[src/rtl/frame_sequencer_if.sv]
// Object result port of the frame sequencer: captured centroid plus its id,
// offered to a downstream consumer with a valid/ready handshake.
interface frame_sequencer_if #(
  parameter int ID_W = 8
);
  logic [15:0]     cx;
  logic [15:0]     cy;
  logic [ID_W-1:0] cid;
  logic            obj_valid;
  logic            obj_ready;

  // Sequencer side: produces the object, consumes ready.
  modport master (
    output cx,
    output cy,
    output cid,
    output obj_valid,
    input  obj_ready
  );

  // Consumer side: receives the object, drives ready.
  modport slave (
    input  cx,
    input  cy,
    input  cid,
    input  obj_valid,
    output obj_ready
  );
endinterface

[src/rtl/frame_sequencer.sv]
// Frame sequencer: streams one frame of pixel coordinates into the detection
// pipeline, drains it with a fixed number of flush cycles, then steps obj_id
// through every detected label and hands each centroid out on a valid/ready
// port. One completed frame bumps the frame counter and pulses done.
module frame_sequencer #(
  parameter int WIDTH        = 640,
  parameter int HEIGHT       = 480,
  parameter int FLUSH_CYCLES = 16,
  parameter int RD_LAT       = 2,
  parameter int ID_W         = 8
) (
  input  logic            clk,
  input  logic            reset_n,
  input  logic            start,
  input  logic            abort,
  input  logic            pix_valid,
  output logic            en,
  output logic [15:0]     x,
  output logic [15:0]     y,
  input  logic [ID_W-1:0] num_labels,
  output logic [ID_W-1:0] obj_id,
  input  logic [15:0]     obj_x,
  input  logic [15:0]     obj_y,
  frame_sequencer_if.master obj,
  output logic            busy,
  output logic            done,
  output logic [15:0]     frame
);

  localparam logic [15:0] X_LAST     = 16'(WIDTH - 1);
  localparam logic [15:0] Y_LAST     = 16'(HEIGHT - 1);
  localparam logic [15:0] FLUSH_LAST = 16'(FLUSH_CYCLES - 1);
  // WAIT lasts RD_LAT+1 cycles so top's read data has settled before capture.
  localparam logic [7:0]  WAIT_LAST  = 8'(RD_LAT);

  typedef enum logic [2:0] {
    ST_IDLE,
    ST_STREAM,
    ST_FLUSH,
    ST_SNAP,
    ST_WAIT,
    ST_HOLD,
    ST_FIN
  } state_t;

  state_t          state;
  logic [15:0]     flush_cnt;
  logic [7:0]      wait_cnt;
  logic [ID_W-1:0] count;

  // Enable follows the source while streaming; forced high while draining.
  assign en = ((state == ST_STREAM) && pix_valid) || (state == ST_FLUSH);

  // Frame sequencing FSM with all registered outputs.
  always_ff @(posedge clk or negedge reset_n) begin
    if (!reset_n) begin
      state         <= ST_IDLE;
      x             <= '0;
      y             <= '0;
      obj_id        <= '0;
      obj.cx        <= '0;
      obj.cy        <= '0;
      obj.cid       <= '0;
      obj.obj_valid <= 1'b0;
      busy          <= 1'b0;
      done          <= 1'b0;
      frame         <= '0;
      flush_cnt     <= '0;
      wait_cnt      <= '0;
      count         <= '0;
    end else begin
      done <= 1'b0;
      if (abort) begin
        // Abort wins over every other event, including a same-cycle start.
        state         <= ST_IDLE;
        busy          <= 1'b0;
        x             <= '0;
        y             <= '0;
        obj.obj_valid <= 1'b0;
      end else begin
        case (state)
          ST_IDLE: begin
            if (start) begin
              state <= ST_STREAM;
              busy  <= 1'b1;
              x     <= '0;
              y     <= '0;
            end
          end

          ST_STREAM: begin
            if (pix_valid) begin
              if (x == X_LAST) begin
                if (y == Y_LAST) begin
                  // Last pixel: coordinates stay parked on it during flush.
                  state     <= ST_FLUSH;
                  flush_cnt <= '0;
                end else begin
                  x <= '0;
                  y <= y + 16'd1;
                end
              end else begin
                x <= x + 16'd1;
              end
            end
          end

          ST_FLUSH: begin
            if (flush_cnt == FLUSH_LAST) begin
              state <= ST_SNAP;
            end else begin
              flush_cnt <= flush_cnt + 16'd1;
            end
          end

          ST_SNAP: begin
            // Label count is frozen here; later changes on num_labels are ignored.
            count <= num_labels;
            if (num_labels == '0) begin
              state <= ST_FIN;
              done  <= 1'b1;
              frame <= frame + 16'd1;
            end else begin
              state    <= ST_WAIT;
              obj_id   <= ID_W'(1);
              wait_cnt <= '0;
            end
          end

          ST_WAIT: begin
            if (wait_cnt == WAIT_LAST) begin
              state         <= ST_HOLD;
              obj.cx        <= obj_x;
              obj.cy        <= obj_y;
              obj.cid       <= obj_id;
              obj.obj_valid <= 1'b1;
            end else begin
              wait_cnt <= wait_cnt + 8'd1;
            end
          end

          ST_HOLD: begin
            if (obj.obj_ready) begin
              obj.obj_valid <= 1'b0;
              // Compare before increment so a full-scale count never wraps obj_id.
              if (obj_id == count) begin
                state <= ST_FIN;
                done  <= 1'b1;
                frame <= frame + 16'd1;
              end else begin
                state    <= ST_WAIT;
                obj_id   <= obj_id + ID_W'(1);
                wait_cnt <= '0;
              end
            end
          end

          ST_FIN: begin
            state <= ST_IDLE;
            busy  <= 1'b0;
          end

          default: begin
            state <= ST_IDLE;
            busy  <= 1'b0;
          end
        endcase
      end
    end
  end

endmodule

[src/flat_wrapper.sv]
// flat-port wrapper written by rule: the top's interface ports become plain ports
module frame_sequencer_flat 
#(
  parameter int WIDTH        = 640,
  parameter int HEIGHT       = 480,
  parameter int FLUSH_CYCLES = 16,
  parameter int RD_LAT       = 2,
  parameter int ID_W         = 8
)
  (clk, reset_n, start, abort, pix_valid, en, x, y, num_labels, obj_id, obj_x, obj_y, busy, done, frame, obj_cx, obj_cy, obj_cid, obj_obj_valid, obj_obj_ready);
  frame_sequencer_if #(.ID_W(ID_W)) obj_i ();
  input  logic clk;
  input  logic reset_n;
  input  logic start;
  input  logic abort;
  input  logic pix_valid;
  output logic en;
  output logic [15:0] x;
  output logic [15:0] y;
  input  logic [ID_W-1:0] num_labels;
  output logic [ID_W-1:0] obj_id;
  input  logic [15:0] obj_x;
  input  logic [15:0] obj_y;
  output logic busy;
  output logic done;
  output logic [15:0] frame;
  output wire logic [$bits(obj_i.cx)-1:0] obj_cx;
  output wire logic [$bits(obj_i.cy)-1:0] obj_cy;
  output wire logic [$bits(obj_i.cid)-1:0] obj_cid;
  output wire logic [$bits(obj_i.obj_valid)-1:0] obj_obj_valid;
  input wire logic [$bits(obj_i.obj_ready)-1:0] obj_obj_ready;
  assign obj_cx = obj_i.cx;
  assign obj_cy = obj_i.cy;
  assign obj_cid = obj_i.cid;
  assign obj_obj_valid = obj_i.obj_valid;
  assign obj_i.obj_ready = obj_obj_ready;
  frame_sequencer #(.WIDTH(WIDTH), .HEIGHT(HEIGHT), .FLUSH_CYCLES(FLUSH_CYCLES), .RD_LAT(RD_LAT), .ID_W(ID_W)) u_core (.clk(clk), .reset_n(reset_n), .start(start), .abort(abort), .pix_valid(pix_valid), .en(en), .x(x), .y(y), .num_labels(num_labels), .obj_id(obj_id), .obj_x(obj_x), .obj_y(obj_y), .obj(obj_i), .busy(busy), .done(done), .frame(frame));
endmodule
[config.mk]
export PLATFORM = sky130hd
export DESIGN_NAME = frame_sequencer_flat
export DESIGN_NICKNAME = d
export VERILOG_FILES = /design/src/rtl/frame_sequencer_if.sv /design/src/rtl/frame_sequencer.sv /design/src/flat_wrapper.sv
export SDC_FILE = /design/constraint.sdc
export NUM_CORES = 1
export LEC_CHECK = 0
export BUFFER_PORTS_ARGS = -buffer_cell sky130_fd_sc_hd__buf_2
export CAP_MARGIN = 15
export CORE_MARGIN = 2
export CORE_UTILIZATION = 45
export CTS_BUF_LIST = sky130_fd_sc_hd__clkbuf_4 sky130_fd_sc_hd__clkbuf_8
export CTS_CLUSTER_DIAMETER = 40
export DETAILED_ROUTE_END_ITERATION = 8
export PLACE_DENSITY = 0.76
export SYNTH_ARGS = -nofsm -noshare
export SYNTH_HDL_FRONTEND = slang
export SYNTH_SLANG_ARGS = --single-unit
[constraint.sdc]
create_clock -name clk -period 6 [get_ports clk]
set_clock_uncertainty 0.05 [all_clocks]
set_input_delay 1.2 -clock clk [delete_from_list [all_inputs] [get_ports clk]]
set_output_delay 1.2 -clock clk [all_outputs]
set_load 0.02 [all_outputs]
# == Word-level counts from Yosys, hierarchy flattened ==
# Index checks and enable logic that the tools add are counted.
# totals
register_bits,134
# classes
n_bitwise,1
mux,52
n_reduce_logical,21
eq_ne,30
n_addsub,6
# ops
operator,n
16-bit 2-to-1 mux,16
16-bit case mux with 2 select lines,4
"16-bit by 1-bit adder with 16-bit output, second input constant",4
8-bit 2-to-1 mux,7
3-bit 2-to-1 mux,8
8-bit case mux with 3 select lines,1
"3-bit inequality test, second input constant",7
3-bit case mux with 6 select lines,1
"8-bit by 1-bit adder with 8-bit output, second input constant",2
"16-bit by 10-bit == test with 1-bit output, second input constant",1
"16-bit by 4-bit == test with 1-bit output, second input constant",1
"16-bit by 9-bit == test with 1-bit output, second input constant",1
"2-bit inequality test, second input constant",8
8-bit case mux with 2 select lines,1
5-bit AND reduction,3
6-bit AND reduction,2
1-bit 2-to-1 mux,9
3-bit nonzero test,3
"8-bit by 2-bit == test with 1-bit output, second input constant",1
8-bit == test,1
8-bit logical NOT,1
7-bit AND reduction,1
"3-bit by 2-bit == test with 1-bit output, second input constant",2
"3-bit == test, second input constant",2
other kinds (15),23

# == Logic depth before layout (Yosys ltp) ==
# Gate-level depths: netlist of the first run.
# depth
depth_word,6
ltp_mapped,9
depth_no_buf,7

# == Worst setup path after synthesis of the first run ==
# Ideal clock, no wire load.
# synth_path
kind,input to register
startpoint,input port num_labels[1]
endpoint,register u_core.frame[11]
path_slack_ns,2.750
required_ns,5.870
arrival_time_ns,3.120
n_path_buf,1
setup_ns,0.080
path_stages,6
path_cell_list,or4_4 > or3_1 > buf_2 > or4_4 > a211oi_2 > xor2_1
# synth_via
elab_chain_cells,3
# synth_lines
element,line,source
start: declaration,flat_wrapper.sv:20,input logic [ID_W-1:0] num_labels;
8-bit logical NOT,frame_sequencer.sv:119,if (num_labels == '0) begin
2-bit by 1-bit inequality test with 1-bit output (no source line),n/a,
5-bit AND reduction (no source line),n/a,
end signal: assignment,frame_sequencer.sv:122,frame <= frame + 16'd1;
end signal: assignment,frame_sequencer.sv:149,frame <= frame + 16'd1;
end: declaration,frame_sequencer.sv:27,output logic [15:0] frame
# No other way between the ends.
# A chain may end at the register's enable or synchronous reset.

# == Worst setup path after layout of the first run ==
# layout_path
startpoint,register u_core.state[0]
endpoint,output port en
# layout_via
elab_chain_cells,3
# layout_lines
element,line,source
start: declaration,frame_sequencer.sv:46,state_t state;
start signal: assignment,frame_sequencer.sv:57,state <= ST_IDLE;
start signal: assignment,frame_sequencer.sv:75,state <= ST_IDLE;
start signal: assignment,frame_sequencer.sv:84,state <= ST_STREAM;
3-bit by 1-bit == test with 1-bit output,frame_sequencer.sv:52,assign en = ((state == ST_STREAM) && pix_valid) || (state == ST_FLUSH);
1-bit logical AND,frame_sequencer.sv:52,
1-bit logical OR *,frame_sequencer.sv:52,
end: declaration,flat_wrapper.sv:17,output logic en;
# Mark *: on every way between the ends. The rest lies on a longest branch, timed or not.

==> results.txt, run 1 <==
- The share of the Yosys chip area taken by registers is 0.495.
- Buffers inserted to repair hold after CTS numbered 0.
* Antenna cells: 0
- Average detailed-routed wire length per instance: 15.7 um
- Wires add up to 15.7 mm.
- When the netlist entered floorplanning its net count stood at 718.
* Total clock buffers created by CTS: 17
- Lkg Pwr: 3.96 nW
- Height of the die: 127 um
- Core area: 0.0146 mm^2
- Number of I/O pins: 146
* Synth Area in XOR/XNOR: 0.0298
- The worst setup path is captured at an output port.
- In the global route stage, overall resource usage came out at 0.197.
- Maximum fanout along the worst path: 20
- Detailed placement ended at an HPWL of 11.1 mm.
- Largest vdd supply drop: 168 uV
- Post-route ant nets: 0
* Relative slew slack: 0.316
- Adder-cell share of the synthesized area: 0.0129
- Entering global routing, the biggest net connects 84 pins.
* Cts repair resizes: 0
- Timing would allow up to 0.305 GHz.
- The floorplan step defined a die boundary enclosing 0.0160 mm^2.
- The layout has 1290 filler cells.
- For this run, the number of Yosys warnings is 0.
* 1st-iter DRT viols: 481
- Worst-margin pin slew: 1.03 ns
- The initial utilization of the core area, before any placement, comes to 0.464.
* First-pass GRT wire length: 26.2 mm
- Synth Register Bits: 134
- Post-route core utilization: 0.549
* Register clock-pin slew on the reported worst setup and hold paths: 0.08 ns
- Setup repair after global routing missed its margin: false
* Fraction of the mapped netlist area in simple logic gates: 0.177
* Hold-critical path depth: 1
- The flow ran to the end, and the final reports show no timing, DRC or antenna violations.
- A synthesized cell averages 10.2 um^2.
- The final max-slew violation count came to 0.
- Prior to clock tree synthesis, the placed netlist has a worst setup slack of 2.46 ns.
* CTS Root Buffer Type: sky130_fd_sc_hd__clkbuf_8
* Required arrival time at the worst endpoint: 4.75 ns
- Skew-Pair Late Insertion Delay: 0.44 ns
- Summing over every cut layer, the via total after detailed routing is 5723.
* Drt via density: 5.72
- The worst setup path is launched from a flip-flop.
- In this run the post-CTS setup repair buffer count came out at 0.
- Post-route DRC violation count: 0
* WP data arrival: 2.03 ns
- TritonCTS built the clock tree.
- The area fraction in compound gates after synthesis was 0.170.
- Number of global-route vias before repair: 5309
- Yosys mapped a number of flops with a built-in enable equal to 0.
* CTS HTree Levels: 4
* Minimum hold slack: 0.413 ns
- Number of search-and-repair iterations in the first detailed-routing pass: 5
* Synth-to-Final Area Change: 18.4%
- The clock passes through at most 2 buffers.
- At the end of the flow, the number of nets in the layout was 856.
- Setup total negative slack on the finished layout was measured at 0 ns.
- Main combinational cell family by area after synthesis: simple AND/OR/NAND/NOR gates
* Global placement routability congestion: 0.834
- The die is 127 um wide.
- Cell Area, Synth: 0.00677 mm^2
* Final Non-Filler Cells: 1000
- Dominant register cell in the synthesized netlist: sky130_fd_sc_hd__dfrtp_1
- The clock net in this run drives a total of 134 sinks.
* # placed instances: 968
- In the synthesized netlist the async set-or-reset flop fraction comes to 1.00.
- In this run the core area contains 44 standard-cell rows.
- Counting distinct cell types in the post-synthesis netlist gives 65.
- The worst register-to-register path has a depth of 5.
- Final setup slack of the worst path: 2.72 ns
- Final min period: 3.28 ns
- Dividing total power by cell area gives a power density of 305 mW/mm^2.
- Fraction of synthesized area in multiplexers: 0.0862
- Number of setup violations in the final report: 0
- Worst setup path category: reg -> out
- Dividing the final minimum period by the clock period gives 0.547.
* Post-Syn Instances: 665
- In the final layout, the share of cells above drive strength 1 is 0.303.
- Total of buffers placed on input and output ports: 145
- Global route total overflow: 0
- Across the run, the number of max-cap violations was 0.
- The min-delay analysis places its worst path in the category reg -> reg.
* Placement Cell Area: 0.00765 mm^2
* Power, Total: 2.44 mW
- The final-report hold violation count was 0.
- With fillers left out, the area of the finished cells amounts to 0.00801 mm^2.
* Initial antenna violation count: 0
-- power by group --
part	total (mW)	switching (mW)	internal, mW
clock network	0.678	0.357	0.321
registers	1.17	0.141	1.03
logic	0.593	0.347	0.246
-- critical path, stage by stage, from the launching register on --
cell and delay, ns:
sky130_fd_sc_hd__dfrtp_1 0.69, sky130_fd_sc_hd__or3b_2 0.52, sky130_fd_sc_hd__o21ai_0 0.17, sky130_fd_sc_hd__buf_2 0.20
-- final cells by class --
class / instances / area, um^2 / area share
sequential: 134 / 3350 / 0.419
multi-input combinational: 480 / 3230 / 0.403
timing repair buffer: 149 / 762 / 0.0951
clock buffer: 21 / 283 / 0.0353
tap: 184 / 230 / 0.0287
inverter: 21 / 78.8 / 0.00984
clock inverter: 11 / 77.6 / 0.00968
-- worst paths after layout --
| path | from | to | slack, ns |
|---|---|---|---|
| max reg2reg | u_core.state[0] | u_core.y[15] | 2.99 |
| max in group asynchronous | reset_n | u_core.wait_cnt[1] | 4.00 |
| min | u_core.frame[15] | u_core.frame[15] | 0.41 |
| max | u_core.state[0] | en | 2.72 |
| min in group asynchronous | reset_n | u_core.y[3] | 0.73 |
| min reg2reg | u_core.frame[15] | u_core.frame[15] | 0.41 |
-- cell usage after synthesis, drive strengths merged, types with 12 or more instances --
master | instances | area (um^2)
a21oi | 38 | 190
a31oi | 29 | 181
and3 | 12 | 75.1
clkbuf | 25 | 93.8
dfrtp | 134 | 3350
inv | 21 | 78.8
mux2 | 50 | 563
nand2 | 48 | 180
nand3 | 31 | 155
nor2 | 33 | 124
nor3 | 21 | 115
nor4 | 13 | 87.6
o21ai | 40 | 200
or3 | 14 | 90.1
xor2 | 22 | 193
-- layout by cell type, fill, tap and decap left out, types with 20 or more instances in the layout --
cell type	n
sky130_fd_sc_hd__buf_2	144
sky130_fd_sc_hd__mux2_2	50
sky130_fd_sc_hd__xor2_1	22
sky130_fd_sc_hd__nand3_1	31
sky130_fd_sc_hd__nor2_1	33
sky130_fd_sc_hd__o21ai_0	40
sky130_fd_sc_hd__a31oi_1	29
sky130_fd_sc_hd__nand2_1	48
sky130_fd_sc_hd__clkbuf_8	20
sky130_fd_sc_hd__inv_1	21
sky130_fd_sc_hd__a21oi_1	38
sky130_fd_sc_hd__dfrtp_1	134
-- routing by layer --
| metal | part of all wire | up-vias | GRT usage | wire length [um] |
|---|---|---|---|---|
| li1 | - | 2772 | - | - |
| met1 | 0.46 | 2780 | 0.274 | 7190 |
| met2 | 0.48 | 149 | 0.310 | 7520 |
| met3 | 0.044 | 22 | 0.0371 | 692 |
| met4 | 0.018 | 0 | 0.0711 | 289 |
| met5 | 0 | - | 0 | 0 |
-- cells by family after synthesis --
logic type	after synthesis
muxes	52
DFF	134
buffers and inverters	51
AOI/OAI and AO/OA	177
adders and majority gates	7
and+or+nand+nor	221
xor gates and xnor gates	23
-- registers in the layout, summed over array words and instances (netlist names), 3 cells and up --
signal	count
u_core.obj.cid	8
u_core.frame	16
u_core.flush_cnt	16
u_core.count	8
u_core.wait_cnt	8
u_core.obj.cx	16
u_core.obj.cy	16
u_core.state	3
u_core.x	16
u_core.obj_id	8
u_core.y	16
Power figures use the tool's default switching activity.
==> inputs of run 2 (changes only) <==
ABC_AREA = 1   (was unset)
PLACE_DENSITY = 0.78   (was 0.76)
clock period = 2.6 ns   (was 6 ns; I/O delays follow)
==> results.txt, run 2 <==
- The cell depth of the worst flop-to-flop path is 10 (+5).
* Average detailed-routed wire length per instance: 13.6 um (-13%)
- Hold violation count in the final report: 0 (unchanged)
* Max-capacitance violation count: 0 (unchanged)
- The worst path needs 2.40 ns of the cycle, external delays included.
- The setup TNS came to 0 ns (unchanged).
* Lkg Pwr: 4.62 nW (+17%)
- Initial antenna violation count: 0 (unchanged)
* CTS HTree Levels: 4 (unchanged)
* Maximum fanout along the worst path: 13 (-35%)
- Syn nets: 991 (+38%)
- The maximum number of pins on one net before global-route repair was 72 (-14%).
- The worst setup path is launched from a flip-flop.
* Routed Wire Length: 18.0 mm (+15%)
- Of the available clock period, the critical path in the final layout requires 0.923.
* Clock net sink count: 134 (unchanged)
- Slowest library cell on the worst path: sky130_fd_sc_hd__dfrtp_1
- The power density of the placed cells came to 693 mW/mm^2 (+130%).
- Number of setup violations in the final report: 0 (unchanged)
* Cell types occupying the most area after synthesis: sky130_fd_sc_hd__dfrtp_1 45%, sky130_fd_sc_hd__nand2_1 12%, sky130_fd_sc_hd__nand3_1 5.6%
- Total of buffers placed on input and output ports: 145 (unchanged)
- The height of the chip was 133 um (+4.9%).
- The worst-case headroom to the max-slew limit came to 0.563 (+0.248).
- Area fraction of the dominant cell type after synthesis: 0.448 (-0.0470)
- Number of I/O pins: 146 (unchanged)
- The ratio of routed vias to standard cells was 5.18 (-9.5%).
- Fraction of layout cells with a size suffix above 1: 0.220 (-0.0828)
* Tot GR Track Use: 0.211 (+0.0140)
* Final slew viol count: 0 (unchanged)
- Metal1 wirelength: 8.28 mm (+15%)
- The estimated wirelength of the detail-placed design came to 13.6 mm (+23%).
* Core area: 0.0164 mm^2 (+12%)
* Crit. End Element: output port
- Synth cell types: 39 (-40%)
* Post-route DRC violation count: 0 (unchanged)
- Chain of cells forming the critical path: nor2_2 > nand2_4 > o21ai_1 > buf_2
- Clock tree buffer depth: 2 (unchanged)
- Met2 routed WL: 8.13 mm (+8.2%)
* Critical R2R Launch: u_core.x[0]
* Register clock-pin slew on the reported worst setup and hold paths: 0.08 ns (about the same)
- First-pass GRT wire length: 30.4 mm (+16%)
- Routed vias: 6860 (+20%)
- Most used standard cell by instance count after synthesis: sky130_fd_sc_hd__nand2_1
- The sequential area share after synthesis came to 0.448 (-0.0470).
- Starting density of the core: 0.456 (-0.00816)
- Synth-to-Final Area Change: 19.5%
- TritonCTS built the clock tree.
- Synth area leader: sky130_fd_sc_hd__dfrtp_1
- Antenna cells: 0 (unchanged)
- The commonest cells after synthesis are 247 x sky130_fd_sc_hd__nand2_1, 134 x sky130_fd_sc_hd__dfrtp_1, 92 x sky130_fd_sc_hd__nor2_1.
- Mean cell area of the mapped netlist: 7.97 um^2 (-22%)
- Metal3 WL: 1.33 mm (+93%)
- The delay of the slowest cell on the worst path was 0.48 ns (-0.21 ns).
- The arrival time at the worst endpoint was 1.83 ns (-0.20 ns).
- CTS Root Buffer Type: sky130_fd_sc_hd__clkbuf_8
* DIE WIDTH: 133 um (+4.9%)
- 1st-iter DRT viols: 565 (+17%)
* Dominant register cell in the synthesized netlist: sky130_fd_sc_hd__dfrtp_1
- The overflow left after global routing was 0 (unchanged).
* Number of global-route vias before repair: 6339 (+19%)
* Minimum hold slack: 0.0341 ns (-0.379 ns)
- The worst setup path is of the reg -> out kind.
- Number of search-and-repair iterations in the first detailed-routing pass: 7 (+2)
* Maximum achievable frequency: 0.417 GHz
* Count of warnings emitted by yosys: 0 (unchanged)
- The residual antenna-violating net count after detailed routing was 0 (unchanged).
- Number of enable-type register cells in the synthesized netlist: 0 (unchanged)
- Highest-count cells in the layout ignoring fill and taps: 247 x sky130_fd_sc_hd__nand2_1, 144 x sky130_fd_sc_hd__buf_2, 134 x sky130_fd_sc_hd__dfrtp_1, 92 x sky130_fd_sc_hd__nor2_1, 91 x sky130_fd_sc_hd__inv_1
- Most common cell after layout, fill and taps aside: sky130_fd_sc_hd__nand2_1
- In this run the worst hold path is classified as in -> async.
- Skew-Pair Late Insertion Delay: 0.44 ns (about the same)
- FFs w/ async S/R, synth: 1.00 (unchanged)
- Minimum setup slack among reg-to-reg paths: 0.31 ns (-2.68 ns)
* Status: finished clean
* Required arrival time at the worst endpoint: 2.03 ns (-2.72 ns)
- Post-Syn Instances: 938 (+41%)
* Die area: 0.0177 mm^2 (+10%)
- The final net count is 1145 (+34%).
- The worst register-to-register path ends at u_core.y[10].
* Synth Register Bits: 134 (unchanged)
- The number of rows created at floorplan came to 47 (+6.8%).
- Worst-margin pin slew: 0.655 ns (-0.372 ns)
- Largest vdd supply drop: 382 uV (+130%)
- Setup repair after global routing missed its margin: false
* Cell Area, Synth: 0.00748 mm^2 (+10%)
* Global placement routability congestion: 0.944 (+13%)
* Total clock buffers created by CTS: 17 (unchanged)
* Highest metal layer used by the detailed router: met4
==> run 2: changes by cell type after synthesis, moves of 22 or more <==
cell                      previous run  this run
sky130_fd_sc_hd__nor2_1             33        92
sky130_fd_sc_hd__a21oi_1            38         8
sky130_fd_sc_hd__mux2_1              0        28
sky130_fd_sc_hd__mux2_2             50         7
sky130_fd_sc_hd__nand2_1            48       247
sky130_fd_sc_hd__o21ai_1             0        29
sky130_fd_sc_hd__nand3_1            31        83
sky130_fd_sc_hd__nand4_1            10        32
sky130_fd_sc_hd__a31oi_1            29         1
sky130_fd_sc_hd__inv_1              21        91
==> run 2: timing repair <==
action / CTS / global route
buffers inserted: 0 / 0
resized for setup: 0 / 1
endpoints found under the hold margin: 0 / 0
setup endpoints to repair: 0 / 1
hold buffers: 0 / 0
==> run 2: cell type report <==
| class | count | area, um^2 |
|---|---|---|
| sequential | 134 | 3350 |
| inverter | 101 | 384 |
| timing repair buffer | 156 | 840 |
| multi-input combinational | 682 | 3600 |
| clock buffer | 19 | 262 |
| fill | 1517 | 7470 |
| tap | 220 | 275 |
| clock inverter | 13 | 220 |
==> run 2: cell families (layout without fill, tap and decap cells) <==
logic type,after synthesis,after routing,synth area share
AND/OR/NAND/NOR,529,529,0.319
flip-flops,134,134,0.448
buffers and inverters,122,289,0.0694
AO/OA/AOI/OAI,78,78,0.0596
multiplexers,35,35,0.0527
XOR/XNOR,33,33,0.0387
adder cells (fa/ha/maj),7,7,0.0117
==> run 2: power breakdown <==
| group | internal (mW) | switching (mW) | leakage, nW |
|---|---|---|---|
| combinational | 0.490 | 1.10 | 2.55 |
| sequential | 2.30 | 0.246 | 1.84 |
| clock | 1.21 | 0.857 | 0.235 |
| total | 3.99 | 2.20 | 4.62 |
==> run 2: per-stage QoR <==
step	area [um^2]	cells	worst slack, ns	util	total power [mW]
6_report	8940	1325	0.199	0.545	6.19
2_1_floorplan	7480	938	0.530	-	3.71
3_5_place_dp	8460	1293	0.311	0.515	4.17
5_1_grt	8940	1325	0.0506	0.545	6.58
4_1_cts	8940	1325	0.0386	0.545	6.24
3_3_place_gp	8460	1293	0.458	0.515	4.12
==> run 2: routing by layer <==
layer / track usage / vias to the layer above
met1: 0.292 / 3177
met3: 0.0418 / 27
met4: 0.0597 / 0
met5: 0 / -
met2: 0.338 / 284
li1: - / 3372
==> run 2: how the worst max path moves through the flow <==
| stage | start | to | slack (ns) | cells after the start |
|---|---|---|---|---|
| 2_1_floorplan | u_core.x[0] | u_core.flush_cnt[9] | 0.53 | 9 |
| 3_3_place_gp | u_core.x[0] | u_core.y[11] | 0.46 | 10 |
| 3_5_place_dp | u_core.x[0] | u_core.y[10] | 0.31 | 10 |
| 4_1_cts | u_core.state[1] | en | 0.04 | 4 |
| 5_1_grt | u_core.state[2] | en | 0.05 | 6 |
| 6_report | u_core.state[1] | en | 0.20 | 4 |
==> run 2: worst max-delay path, delay by kind of cell (launching register included) <==
| kind | cells | cell delay (ns) |
|---|---|---|
| and+or+nand+nor | 2 | 0.39 |
| buffers and inverters | 1 | 0.25 |
| AOI/OAI and AO/OA | 1 | 0.26 |
| DFF | 1 | 0.48 |
==> inputs of run 3 (changes only) <==
CELL_PAD_IN_SITES_DETAIL_PLACEMENT = 1   (was unset)
CELL_PAD_IN_SITES_GLOBAL_PLACEMENT = 1   (was unset)
CORE_UTILIZATION = 27   (was 45)
PLACE_DENSITY = 0.67   (was 0.78)
==> results.txt, run 3 (synthesis gave the netlist of run 2 again) <==
- DIE WIDTH: 170 um (+28%)
* Clock tree buffer depth: 2 (unchanged)
- The estimated wirelength of the detail-placed design came to 17.0 mm (+25%).
* Tot GR Track Use: 0.159 (-0.0521)
* Crit. End Element: output port
* Worst R2R End: u_core.frame[9]
* Height of the die: 170 um (+28%)
- The final net count was 1149 (+0.35%).
- Power, Total: 6.11 mW (-1.3%)
- The endpoint required time on the critical path was 2.03 ns (about the same).
- The standby leakage power came to 4.61 nW (about the same).
- The setup slack of the critical path after layout is 0.208 ns (+0.00867 ns).
- Worst min path class: in -> reg
- Relative slew slack: 0.551 (-0.0127)
- The residual antenna-violating net count after detailed routing is 0 (unchanged).
- Power density relative to cell area: 672 mW/mm^2 (-3.0%)
- Logic depth of the worst register-to-register path: 7 (-3)
* Largest vdd supply drop: 318 uV (-17%)
- The run finished with clean final reports.
- The number of vias in the routed layout was 6921 (+0.89%).
- Compared with the post-synthesis result, the final layout area differs by 21.7%.
- Chain of cells forming the critical path: inv_2 > nand2_1 > nor2_1 > clkinv_1 > o21ai_1 > buf_2
- CTS tree: built
- Maximum number of pins on one net before global-route repair: 50 (-31%)
* Global route total overflow: 0 (unchanged)
* Crit path to: en
* Average detailed-routed wire length per instance: 15.0 um (+10%)
- The actual transition at the worst max-transition pin came to 0.669 ns (+0.0139 ns).
- The worst-skew pair later-pin latency was 0.46 ns (+0.02 ns).
- CTS HTree Levels: 4 (unchanged)
- Launch point of the critical path: u_core.state[2]
* 1st-iter DRT viols: 250 (-56%)
- The placer congestion estimate is 0.801 (-15%).
* Clock net sink count: 134 (unchanged)
- First-pass GRT wire length: 36.6 mm (+20%)
- In the layout the commonest cells are 247 x sky130_fd_sc_hd__nand2_1, 144 x sky130_fd_sc_hd__buf_2, 134 x sky130_fd_sc_hd__dfrtp_1, 92 x sky130_fd_sc_hd__nor2_1, 91 x sky130_fd_sc_hd__inv_1.
* WP data arrival: 1.82 ns (about the same)
* Final setup TNS: 0 ns (unchanged)
- Crit path launch type: flip-flop
- Number of search-and-repair iterations in the first detailed-routing pass: 5 (-2)
* Minimum hold slack: 0.211 ns (+0.177 ns)
- Number of setup violations in the final report: 0 (unchanged)
- The number of rows created at floorplan was 60 (+28%).
- Setup repair after global routing missed its margin: false
- The number of global-route vias before repair is 6980 (+10%).
* CP max stage delay: 0.46 ns (-0.02 ns)
- Hold violation count in the final report: 0 (unchanged)
- The maximum clock rate came to 0.418 GHz (+0.36%).
- The pre-CTS setup slack was 0.277 ns (-0.0342 ns).
- Worst setup path category: reg -> out
* Total clock buffers created by CTS: 17 (unchanged)
* Routed Wire Length: 22.2 mm (+23%)
- Initial antenna violation count: 0 (unchanged)
- Setup Buffers After CTS: 0 (unchanged)
- Placement Cell Area: 0.00867 mm^2 (+2.5%)
* Period utilization: 0.920 (-0.00334)
- The starting density of the core is 0.276 (-0.180).
- Critical R2R Launch: u_core.state[0]
- The ratio of routed vias to standard cells came to 4.67 (-9.7%).
- Final min period: 2.39 ns (-0.00867 ns)
* Total of buffers placed on input and output ports: 145 (unchanged)
- Slowest library cell on the worst path: sky130_fd_sc_hd__dfrtp_1
- Core area: 0.0271 mm^2 (+65%)
* Non-Filler Cell Area, Final: 0.00910 mm^2 (+1.8%)
- The final max-slew violation count was 0 (unchanged).
* Max-capacitance violation count: 0 (unchanged)
- The clock slew seen by the registers of the worst setup and hold paths is 0.10 ns (+0.02 ns).
- The full die area is 0.0290 mm^2 (+64%).
* CTS Root Buffer Type: sky130_fd_sc_hd__clkbuf_8
- Maximum fanout along the worst path: 5 (-8)
* Post-route DRC violation count: 0 (unchanged)
- Number of I/O pins: 146 (unchanged)
- Most common cell after layout, fill and taps aside: sky130_fd_sc_hd__nand2_1
* Antenna cells: 0 (unchanged)
- The share of cells above drive strength 1 came to 0.222 (+0.00191).
* Minimum setup slack among reg-to-reg paths: 0.42 ns (+0.11 ns)
## run 3: cell count changes in the layout (fill, tap and decap cells not counted)
cell	before	now
sky130_fd_sc_hd__buf_4	9	12
sky130_fd_sc_hd__bufinv_16	5	2
sky130_fd_sc_hd__clkbuf_8	19	17
sky130_fd_sc_hd__clkinv_4	4	3
sky130_fd_sc_hd__clkinvlp_4	2	1
sky130_fd_sc_hd__dlygate4sd3_1	0	1
sky130_fd_sc_hd__inv_6	1	5
sky130_fd_sc_hd__inv_8	1	4
## run 3: per-layer routing
layer	up-vias	wire (um)	GRT usage
met5	-	0	0
met4	0	200	0.0427
met3	12	958	0.0340
met2	143	9810	0.245
met1	3386	11200	0.224
li1	3380	-	-
## run 3: cell type report
| class | instances | area [um^2] |
|---|---|---|
| clock buffers | 17 | 234 |
| repair buffers | 160 | 872 |
| fillers | 3341 | 18000 |
| multi-input cells | 682 | 3600 |
| well taps | 372 | 465 |
| clock inverters | 15 | 183 |
| inverters | 101 | 384 |
| flip-flops and latches | 134 | 3350 |
## run 3: worst min path at each step
stage,slack [ns],startpoint,to,cells after the start
after floorplan,0.17,reset_n,u_core.busy,0
after global placement,0.41,u_core.wait_cnt[7],u_core.wait_cnt[7],2
after detailed placement,0.42,u_core.wait_cnt[7],u_core.wait_cnt[7],2
after CTS,0.17,obj_x[10],u_core.obj.cx[10],2
after global routing,0.17,obj_x[10],u_core.obj.cx[10],2
final,0.21,obj_y[0],u_core.obj.cy[0],2
## run 3: power by group
| group | switching, mW | internal, mW |
|---|---|---|
| Sequential | 0.261 | 2.29 |
| Combinational | 1.14 | 0.518 |
| Clock | 1.00 | 0.897 |
| Total | 2.40 | 3.71 |
## run 3: repair_timing
action,4_1_cts,5_1_grt
gates resized for setup,0,1
hold buffers,1,0
setup endpoints to repair,0,1
endpoints found under the hold margin,36,0
## run 3: critical path: cells and delay by family, from the launching register on
family | cells | cell delay [ns]
AO/OA/AOI/OAI | 1 | 0.14
flip-flops | 1 | 0.46
buffers and inverters | 3 | 0.48
AND/OR/NAND/NOR | 2 | 0.28
## run 3: stage by stage
step           cells   util
5_1_grt         1481  0.336
4_1_cts         1481  0.336
6_report        1481  0.336
3_3_place_gp    1448  0.320
2_1_floorplan    938      -
3_5_place_dp    1448  0.320
